$ cat config.mk
export PLATFORM = sky130hd
export DESIGN_NAME = dll_tx_tlp_sequencer
export DESIGN_NICKNAME = d
export VERILOG_FILES = /design/src/rtl/dll_tx_seq_package.sv /design/src/rtl/dll_tx_seq_fifo.sv /design/src/rtl/dll_tx_tlp_sequencer.sv
export SDC_FILE = /design/constraint.sdc
export NUM_CORES = 2
export LEC_CHECK = 0
export ABC_CLOCK_PERIOD_IN_PS = 46700
export CORE_MARGIN = 2
export CORE_UTILIZATION = 58
export DETAILED_ROUTE_END_ITERATION = 8
export PLACE_DENSITY_LB_ADDON = 0.05
export SKIP_LAST_GASP = 1
export SYNTH_ARGS = -nofsm -noshare
export SYNTH_HDL_FRONTEND = slang
export SYNTH_SLANG_ARGS = --single-unit
$ cat constraint.sdc
create_clock -name clk -period 46.7 [get_ports clk]
set_input_delay 9.34 -clock clk [delete_from_list [all_inputs] [get_ports clk]]
set_output_delay 9.34 -clock clk [all_outputs]
set_load 0.01 [all_outputs]
$ cat src/rtl/dll_tx_seq_package.sv
// Shared types for the DLL TX TLP sequencer: FIFO entry layout and FSM state encoding.
package dll_tx_seq_package;

    localparam int SEQ_W      = 12;
    localparam int ENT_DATA_W = 256;
    localparam int ENT_VDW_W  = 3;

    typedef struct packed {
        logic                  sop;
        logic                  eop;
        logic                  err;
        logic [ENT_VDW_W-1:0]  vdw;
        logic [SEQ_W-1:0]      seq;
        logic [ENT_DATA_W-1:0] data;
    } seq_entry_t;

    typedef enum logic {
        ST_IDLE   = 1'b0,
        ST_IN_TLP = 1'b1
    } seq_state_t;

endpackage

$ cat src/rtl/dll_tx_seq_fifo.sv
// First-word-fall-through FIFO of sequencer entries; head reads as zero while empty.
module dll_tx_seq_fifo
    import dll_tx_seq_package::*;
#(
    parameter int DEPTH = 8,
    localparam int PTR_W = $clog2(DEPTH),
    localparam int CNT_W = PTR_W + 1
)(
    input  logic             clk,
    input  logic             arst,
    input  logic             wr,
    input  seq_entry_t       wr_ent,
    input  logic             rd,
    output seq_entry_t       head,
    output logic [CNT_W-1:0] count,
    output logic [CNT_W-1:0] free,
    output logic             full
);

    seq_entry_t       mem [DEPTH];
    logic [PTR_W-1:0] wr_ptr_q;
    logic [PTR_W-1:0] rd_ptr_q;
    logic [CNT_W-1:0] count_q;
    logic             rd_ok;
    logic             wr_ok;

    assign rd_ok = rd & (count_q != '0);
    assign wr_ok = wr & (~full | rd_ok);

    always_ff @(posedge clk or negedge arst) begin
        if (!arst) begin
            wr_ptr_q <= '0;
            rd_ptr_q <= '0;
            count_q  <= '0;
        end else begin
            if (wr_ok) wr_ptr_q <= wr_ptr_q + PTR_W'(1);
            if (rd_ok) rd_ptr_q <= rd_ptr_q + PTR_W'(1);
            case ({wr_ok, rd_ok})
                2'b10:   count_q <= count_q + CNT_W'(1);
                2'b01:   count_q <= count_q - CNT_W'(1);
                default: count_q <= count_q;
            endcase
        end
    end

    // Storage is not reset; the empty gate below keeps stale entries off the outputs.
    always_ff @(posedge clk) begin
        if (wr_ok) mem[wr_ptr_q] <= wr_ent;
    end

    assign head  = (count_q == '0) ? '0 : mem[rd_ptr_q];
    assign count = count_q;
    assign free  = CNT_W'(DEPTH) - count_q;
    assign full  = (count_q == CNT_W'(DEPTH));

endmodule

$ cat src/rtl/dll_tx_tlp_sequencer.sv
// TL/DLL boundary: stamps TLPs with sequence numbers, buffers beats, drives Frag halts.
// Optional length check enabled by defining DLL_TX_LEN_CHECK_EN.
//
// state     | meaning
// ST_IDLE   | between TLPs, only a sop beat is legal
// ST_IN_TLP | inside a TLP, waiting for eop
module dll_tx_tlp_sequencer
    import dll_tx_seq_package::*;
#(
    parameter int DATA_W   = ENT_DATA_W,
    parameter int VDW_W    = ENT_VDW_W,
    parameter int LEN_W    = 11,
    parameter int DEPTH    = 8,
    parameter int HALT1_TH = 4,
    parameter int HALT2_TH = 2
)(
    input  logic              clk,
    input  logic              arst,
    input  logic              in_valid,
    input  logic              in_sop,
    input  logic              in_eop,
    input  logic [LEN_W-1:0]  in_len,
    input  logic [VDW_W-1:0]  in_vdw,
    input  logic [DATA_W-1:0] in_data,
    output logic              halt_1,
    output logic              halt_2,
    output logic              out_valid,
    input  logic              out_ready,
    output logic              out_sop,
    output logic              out_eop,
    output logic [VDW_W-1:0]  out_vdw,
    output logic [DATA_W-1:0] out_data,
    output logic [SEQ_W-1:0]  out_seq,
    output logic              out_err,
    output logic              proto_err,
    output logic              ovf
);

    localparam int CNT_W = $clog2(DEPTH) + 1;
    localparam logic [CNT_W-1:0] H1_LIM = CNT_W'(HALT1_TH);
    localparam logic [CNT_W-1:0] H2_LIM = CNT_W'(HALT2_TH);

    seq_state_t       state_q, state_d;
    logic [SEQ_W-1:0] next_seq_q, next_seq_d, tlp_seq;
    logic             want_wr, wr, rd, viol, abandon, ent_err;
    seq_entry_t       wr_ent, head;
    logic [CNT_W-1:0] count, free, free_post;
    logic             full;

    always_comb begin
        state_d = state_q;
        want_wr = 1'b0;
        viol    = 1'b0;
        abandon = 1'b0;
        if (in_valid) begin
            case (state_q)
                ST_IDLE: begin
                    if (in_sop) begin
                        want_wr = 1'b1;
                        state_d = in_eop ? ST_IDLE : ST_IN_TLP;
                    end else begin
                        viol = 1'b1;
                    end
                end
                ST_IN_TLP: begin
                    want_wr = 1'b1;
                    // A sop here abandons the open TLP, which still consumes its number.
                    if (in_sop) begin
                        viol    = 1'b1;
                        abandon = 1'b1;
                    end
                    if (in_eop) state_d = ST_IDLE;
                end
                default: state_d = ST_IDLE;
            endcase
        end
    end

    assign rd         = out_valid & out_ready;
    assign wr         = want_wr & (~full | rd);
    assign tlp_seq    = next_seq_q + SEQ_W'(abandon);
    assign next_seq_d = tlp_seq + SEQ_W'(wr & in_eop);
    assign free_post  = free - CNT_W'(wr) + CNT_W'(rd);

`ifdef DLL_TX_LEN_CHECK_EN
    localparam int DWC_W = LEN_W + 1;
    logic [DWC_W-1:0] dw_cnt_q, dw_sum, len_cmp;
    logic [LEN_W-1:0] len_q;

    always_comb begin
        dw_sum  = (in_sop ? '0 : dw_cnt_q) + DWC_W'(in_vdw) + DWC_W'(1);
        len_cmp = {1'b0, (in_sop ? in_len : len_q)};
        ent_err = in_eop & (dw_sum != len_cmp);
    end

    always_ff @(posedge clk or negedge arst) begin
        if (!arst) begin
            dw_cnt_q <= '0;
            len_q    <= '0;
        end else if (want_wr) begin
            dw_cnt_q <= in_eop ? '0 : dw_sum;
            if (in_sop) len_q <= in_len;
        end
    end
`else
    logic unused_len;
    assign unused_len = ^in_len;
    assign ent_err    = 1'b0;
`endif

    always_comb begin
        wr_ent      = '0;
        wr_ent.sop  = in_sop;
        wr_ent.eop  = in_eop;
        wr_ent.err  = ent_err;
        wr_ent.vdw  = in_vdw;
        wr_ent.seq  = tlp_seq;
        wr_ent.data = in_data;
    end

    always_ff @(posedge clk or negedge arst) begin
        if (!arst) begin
            state_q    <= ST_IDLE;
            next_seq_q <= '0;
            proto_err  <= 1'b0;
            ovf        <= 1'b0;
            halt_1     <= 1'b0;
            halt_2     <= 1'b0;
        end else begin
            state_q    <= state_d;
            next_seq_q <= next_seq_d;
            proto_err  <= viol;
            ovf        <= ovf | (want_wr & full & ~rd);
            halt_1     <= (free_post < H1_LIM);
            halt_2     <= (free_post < H2_LIM);
        end
    end

    dll_tx_seq_fifo #(.DEPTH(DEPTH)) u_fifo (
        .clk    (clk),
        .arst   (arst),
        .wr     (wr),
        .wr_ent (wr_ent),
        .rd     (rd),
        .head   (head),
        .count  (count),
        .free   (free),
        .full   (full)
    );

    assign out_valid = (count != '0);
    assign out_sop   = head.sop;
    assign out_eop   = head.eop;
    assign out_vdw   = head.vdw;
    assign out_data  = head.data;
    assign out_seq   = head.seq;
    assign out_err   = head.err;

endmodule

# Word level (Yosys, flattened, before mapping)
# Memory sizes are Yosys's and may differ from the RTL's.
# Cells that the tools add are included.
dict set report classes {
  add_sub_neg 9
  order_cmp 2
  eq_ne 3
  mux 15
  bitwise 13
  n_reduce_logical 3
}
# cell n
set op_table {}
lappend op_table {{$mux W274} 1}
lappend op_table {{$add A12 B1 Y12} 2}
lappend op_table {{$mux W1} 10}
lappend op_table {{$pmux W4 S2} 1}
lappend op_table {{$and A1 B1 Y1} 7}
lappend op_table {{$add A3 B1 Y3 const B} 2}
lappend op_table {{$pmux W1 S2} 3}
lappend op_table {{$add A4 B1 Y4} 1}
lappend op_table {{$add A4 B1 Y4 const B} 1}
lappend op_table {{$eq A4 B4 Y1 const B} 1}
lappend op_table {{$logic_not A4 Y1} 1}
lappend op_table {{$lt A4 B2 Y1 const B} 1}
lappend op_table {{$lt A4 B3 Y1 const B} 1}
lappend op_table {{$reduce_bool A4 Y1} 1}
lappend op_table {{$sub A4 B1 Y4} 1}
lappend op_table {{$sub A4 B1 Y4 const B} 1}
lappend op_table {{$sub A4 B4 Y4 const A} 1}
lappend op_table {{$not A1 Y1} 3}
lappend op_table {{$or A1 B1 Y1} 3}
lappend op_table {{$eq A2 B1 Y1 const B} 1}
lappend op_table {{$eq A2 B2 Y1 const B} 1}
lappend op_table {{$reduce_bool A2 Y1} 1}
dict set report totals {
  ff_bits 27
  mem_bits_rw 2184
  input_bits 276
  out_inout_bits 279
  elab_cells 55
  n_memories 1
}
# name depth width rd rd_clocked_by_memory_dff wr line_no
set mem_list {}
lappend mem_list {u_fifo.mem 8 273 1 0 1 dll_tx_seq_fifo.sv:20} ;# seq_entry_t mem [DEPTH];

# Longest topological paths before layout
dict set report logic_depth {
  depth_word 7
  mapped_depth 14
  mapped_depth_nobuf 13
}

# By module
# Synthesis repeated with hierarchy kept, for this count alone.
dict set report hier_totals {
  hier_cells 3409
  area_unflattened_um2 83630.2
}
# mod instances cells_each area_per_inst_um2 seq_area_each_um2
set by_module_without_submodules {}
lappend by_module_without_submodules {dll_tx_seq_fifo 1 3273 82306.4 66073.4}
lappend by_module_without_submodules {dll_tx_tlp_sequencer 1 136 1323.8 425.4}

# Worst setup path after synthesis
# OpenSTA, ideal clock, no wires.
dict set report synth_path {
  kind {input port to flip-flop}
  from {input port in_sop}
  to {memory u_fifo.mem[1][0] in the netlist's numbering (enable)}
  setup_ns 1.671
  arrival_time_ns 37.877
  required_time_ns 45.029
  slack_ns 7.152
  cell_stages 6
  path_buffers 0
  cell_sequence {inv_1 -> ha_1 -> nand2b_1 -> a31oi_2 -> inv_1 -> nor4b_1}
}
dict set report synth_via {
  elab_chain_len 7
}
# item line_no
set synth_lines {}
lappend synth_lines {{start, declared} dll_tx_tlp_sequencer.sv:20} ;# input logic in_sop,
lappend synth_lines {{$mux W1} dll_tx_tlp_sequencer.sv:58} ;# if (in_sop) begin
lappend synth_lines {{$pmux W1 S2} dll_tx_tlp_sequencer.sv:56} ;# case (state_q)
lappend synth_lines {{$mux W1} dll_tx_tlp_sequencer.sv:55} ;# if (in_valid) begin
lappend synth_lines {{$and A1 B1 Y1} dll_tx_tlp_sequencer.sv:80} ;# assign wr = want_wr & (~full | rd);
lappend synth_lines {{$and A1 B1 Y1} dll_tx_seq_fifo.sv:28} ;# assign wr_ok = wr & (~full | rd_ok);
lappend synth_lines {{$mux W1} dll_tx_seq_fifo.sv:48} ;# if (wr_ok) mem[wr_ptr_q] <= wr_ent;
lappend synth_lines {{$mux W1 (not written as such)} dll_tx_seq_fifo.sv:48}
lappend synth_lines {{end, declared} dll_tx_seq_fifo.sv:20}
# No other way between the ends.

# Worst setup path after layout
dict set report layout_path {
  from {register u_fifo.rd_ptr_q[1]}
  to {output port out_data[200]}
}
dict set report layout_via {
  elab_chain_len 2
}
# item line_no
set layout_lines {}
lappend layout_lines {{start, declared} dll_tx_seq_fifo.sv:22} ;# logic [PTR_W-1:0] rd_ptr_q;
lappend layout_lines {{start signal, assigned} dll_tx_seq_fifo.sv:37} ;# if (rd_ok) rd_ptr_q <= rd_ptr_q + PTR_W'(1);
lappend layout_lines {{$mem_v2 Z8 W273} n/a}
lappend layout_lines {{$mux W274} dll_tx_seq_fifo.sv:51} ;# assign head = (count_q == '0) ? '0 : mem[rd_ptr_q];
lappend layout_lines {{end, declared} dll_tx_tlp_sequencer.sv:32} ;# output logic [DATA_W-1:0] out_data,
# No other way between the ends.

==> impl_metrics.json <==
{
  "vias": 38424,
  "area_growth_pct": 16.7,
  "gr-usage-met1_pct": 34.2,
  "final_cells": 6349,
  "cts_resized": 0,
  "cts_hold_buf": 0,
  "clkTransAtPathRegs_ps": 60,
  "yosysSeqAreaShare_pct": 78.5,
  "slowest_delay_ps": 1070,
  "row_count": 139,
  "initial_core_util_pct": 58.6,
  "cts_max_level": 4,
  "required_ps": 37360,
  "grt_max_degree": 167,
  "ys_ff_latch": 2211,
  "place.gp.congestion": 0.716,
  "reg2reg_slack_ps": 42350,
  "drive_above_1_share_pct": 20.0,
  "synth-main-ff-cell": "edfxtp_1",
  "setup_viol": 0,
  "hold_class": "reg -> reg",
  "nFillCells": 9065,
  "top_usage_layer": "met2",
  "final_cell_mix": "2,184 x edfxtp_1, 546 x mux4_2, 541 x clkdlybuf4s50_1",
  "synth_area_per_cell_um2": 23.1,
  "power.leakage_nw": 31.9,
  "period_share_pct": 31.3,
  "status": "finished, final reports clean",
  "grt_util_met3_pct": 7.04,
  "routed_via_density": 6.05,
  "fmax_mhz": 68.4,
  "utilization_pct": 68.4,
  "maxSlewViolCount": 0,
  "yosysUniqueCellTypes": 56,
  "die-area_um2": 149000,
  "hold_depth": 1,
  "ant_nets": 0,
  "dp.cells": 5955,
  "seq_area_um2": 66300,
  "grt_first_pass_wirelength_um": 258000,
  "grtUsageTotal_pct": 23.9,
  "die_h_um": 385,
  "grt_use_met2_pct": 36.8,
  "dp_hpwl_um": 89100,
  "ys.warnings.count": 0,
  "worstSetupStartpointType": "flop",
  "syn_nets": 3951,
  "first_pass_iters": 6,
  "die_w_um": 385,
  "multiInputGateArea_um2": 17200,
  "io_buffers": 542,
  "nNetsFinal": 4560,
  "grt_pass1_vias": 39399,
  "drtIter0Drc": 2774,
  "pin_count": 555,
  "crit_path_end_kind": "primary output",
  "fin_skew_ps": 35.6,
  "clock_path_buffers": 3,
  "synth_async_sr_flop_share_pct": 1.22,
  "critPathCapture": "out_data[200]",
  "syn_area_um2": 84400,
  "syn_inst": 3658,
  "finalPower_mw": 6.16,
  "route.detailed.drc": 0,
  "clock_sinks": 2211,
  "grt_remaining_overflow": 0,
  "antenna_found_initial": 43,
  "critPathLaunch": "u_fifo.rd_ptr_q[1]",
  "postCtsSetupRepairBufs": 0,
  "root_buffer": "clkbuf_16",
  "coreArea_um2": 144000,
  "r2r_start": "u_fifo.count[2]",
  "fin_tns_setup_ps": 0,
  "powerDensity_nw_per_um2": 62.5,
  "synth_edf_count": 2184,
  "slew_headroom_pct": 22.9,
  "worst_ep_arrival_time_ps": 5280,
  "timing.rr.end": "u_fifo.mem[2][149]",
  "clock_latency_ps": 820,
  "cts_buffers": 213,
  "cp_common_cell": "buf_4",
  "worst_pin_slew_ps": 1160,
  "vdd_drop_max_mv": 0.0671,
  "final_common_cell": "edfxtp_1",
  "cts_tree": "built",
  "final_hold_viol_count": 0,
  "path_class": "reg -> out",
  "finalCriticalPeriod_ps": 14620,
  "rsz0062_at_grt": "no",
  "hold_slack_ps": 509,
  "crit_fanout": 72,
  "wl_per_cell_um": 27.8,
  "cap_violations": 0,
  "wl_um": 176000,
  "crit_slowest_cell": "dfrtp_4",
  "ff2ff_path_depth": 8,
  "cp_cell_sequence": "buf_4 -> buf_4 -> mux4_2 -> mux2i_1 -> nor2_1 -> clkdlybuf4s50_1"
}
[critical path, delay by kind of cell (launching register included)]
kind	cells	cell delay, ps
muxes	2	710
DFF	1	1070
and+or+nand+nor	1	70
buffers and inverters	3	2550
[flip-flops by register name (all words and copies together), names as in the netlist]
name and count:
u_fifo.count 4, u_fifo.mem 2184, proto_err 1, halt_2 1, u_fifo.rd_ptr_q 3, next_seq_q 12, state_q 1, halt_1 1
ovf 1, u_fifo.wr_ptr_q 3
[power by group]
| group | internal (mW) | total [mW] | switching [mW] |
|---|---|---|---|
| Sequential | 2.41 | 2.49 | 0.0815 |
| Combinational | 1.02 | 2.06 | 1.04 |
| Clock | 0.912 | 1.61 | 0.699 |
[cells in the mapped netlist (all sizes together) (2+ instances only)]
| master | n | area, um^2 |
|---|---|---|
| a21o | 3 | 23.8 |
| a21oi | 4 | 20.0 |
| a31oi | 3 | 25.0 |
| and2 | 8 | 52.6 |
| and3 | 2 | 12.5 |
| buf | 115 | 591 |
| clkbuf | 80 | 300 |
| dfrtp | 27 | 676 |
| edfxtp | 2184 | 65600 |
| ha | 16 | 200 |
| inv | 15 | 56.3 |
| mux2i | 273 | 2730 |
| mux4 | 546 | 12300 |
| nand2 | 18 | 67.6 |
| nand2b | 3 | 18.8 |
| nand3 | 7 | 40.0 |
| nand4 | 4 | 25.0 |
| nand4b | 2 | 17.5 |
| nor2 | 281 | 1050 |
| nor2b | 3 | 18.8 |
| nor3 | 5 | 25.0 |
| nor3b | 3 | 22.5 |
| nor4 | 2 | 12.5 |
| nor4b | 3 | 26.3 |
| o21a | 2 | 22.5 |
| o21ai | 4 | 23.8 |
| o22ai | 2 | 18.8 |
| xnor2 | 11 | 115 |
| xor2 | 17 | 149 |
[routing by layer]
metal,vias to the layer above,part of all wire [%],wire length [um]
li1,16503,-,-
met1,20370,42,74100
met2,1187,47,83700
met3,304,8.2,14400
met4,60,2.2,3800
met5,-,0.21,371
[worst min path at each step]
stage,slack (ps),to,from
5_1_grt,540,ovf,ovf
3_3_place_gp,460,ovf,ovf
6_report,510,ovf,ovf
4_1_cts,510,ovf,ovf
2_1_floorplan,480,u_fifo.count[2],u_fifo.count[2]
3_5_place_dp,500,ovf,ovf
[metrics by stage]
step                      setup WS [ps]  cell area [um^2]
final                             32080             98500
after global routing              31700             98500
after CTS                         31920             98400
after detailed placement          32740             91900
after global placement            32750             91900
after floorplan                    7150             84400
[cell families after synthesis]
logic type	count (synthesis)	synth area share, %
simple gates	345	1.69
other cells	1	0.00445
buf+inv	210	1.12
mux	820	17.8
fa+ha+maj	17	0.261
flops	2211	78.5
xor+xnor	28	0.313
compound gates	26	0.237
[cell type report]
class / count / share of cell area [%]
Inverter: 15 / 0.0572
Sequential cell: 2211 / 67.3
Tap cell: 1903 / 2.42
Clock inverter: 120 / 0.893
Timing Repair Buffer: 589 / 6.10
Antenna cell: 10 / 0.0254
Clock buffer: 264 / 5.74
Multi-Input combinational cell: 1237 / 17.5
Power figures use the tool's default switching activity.
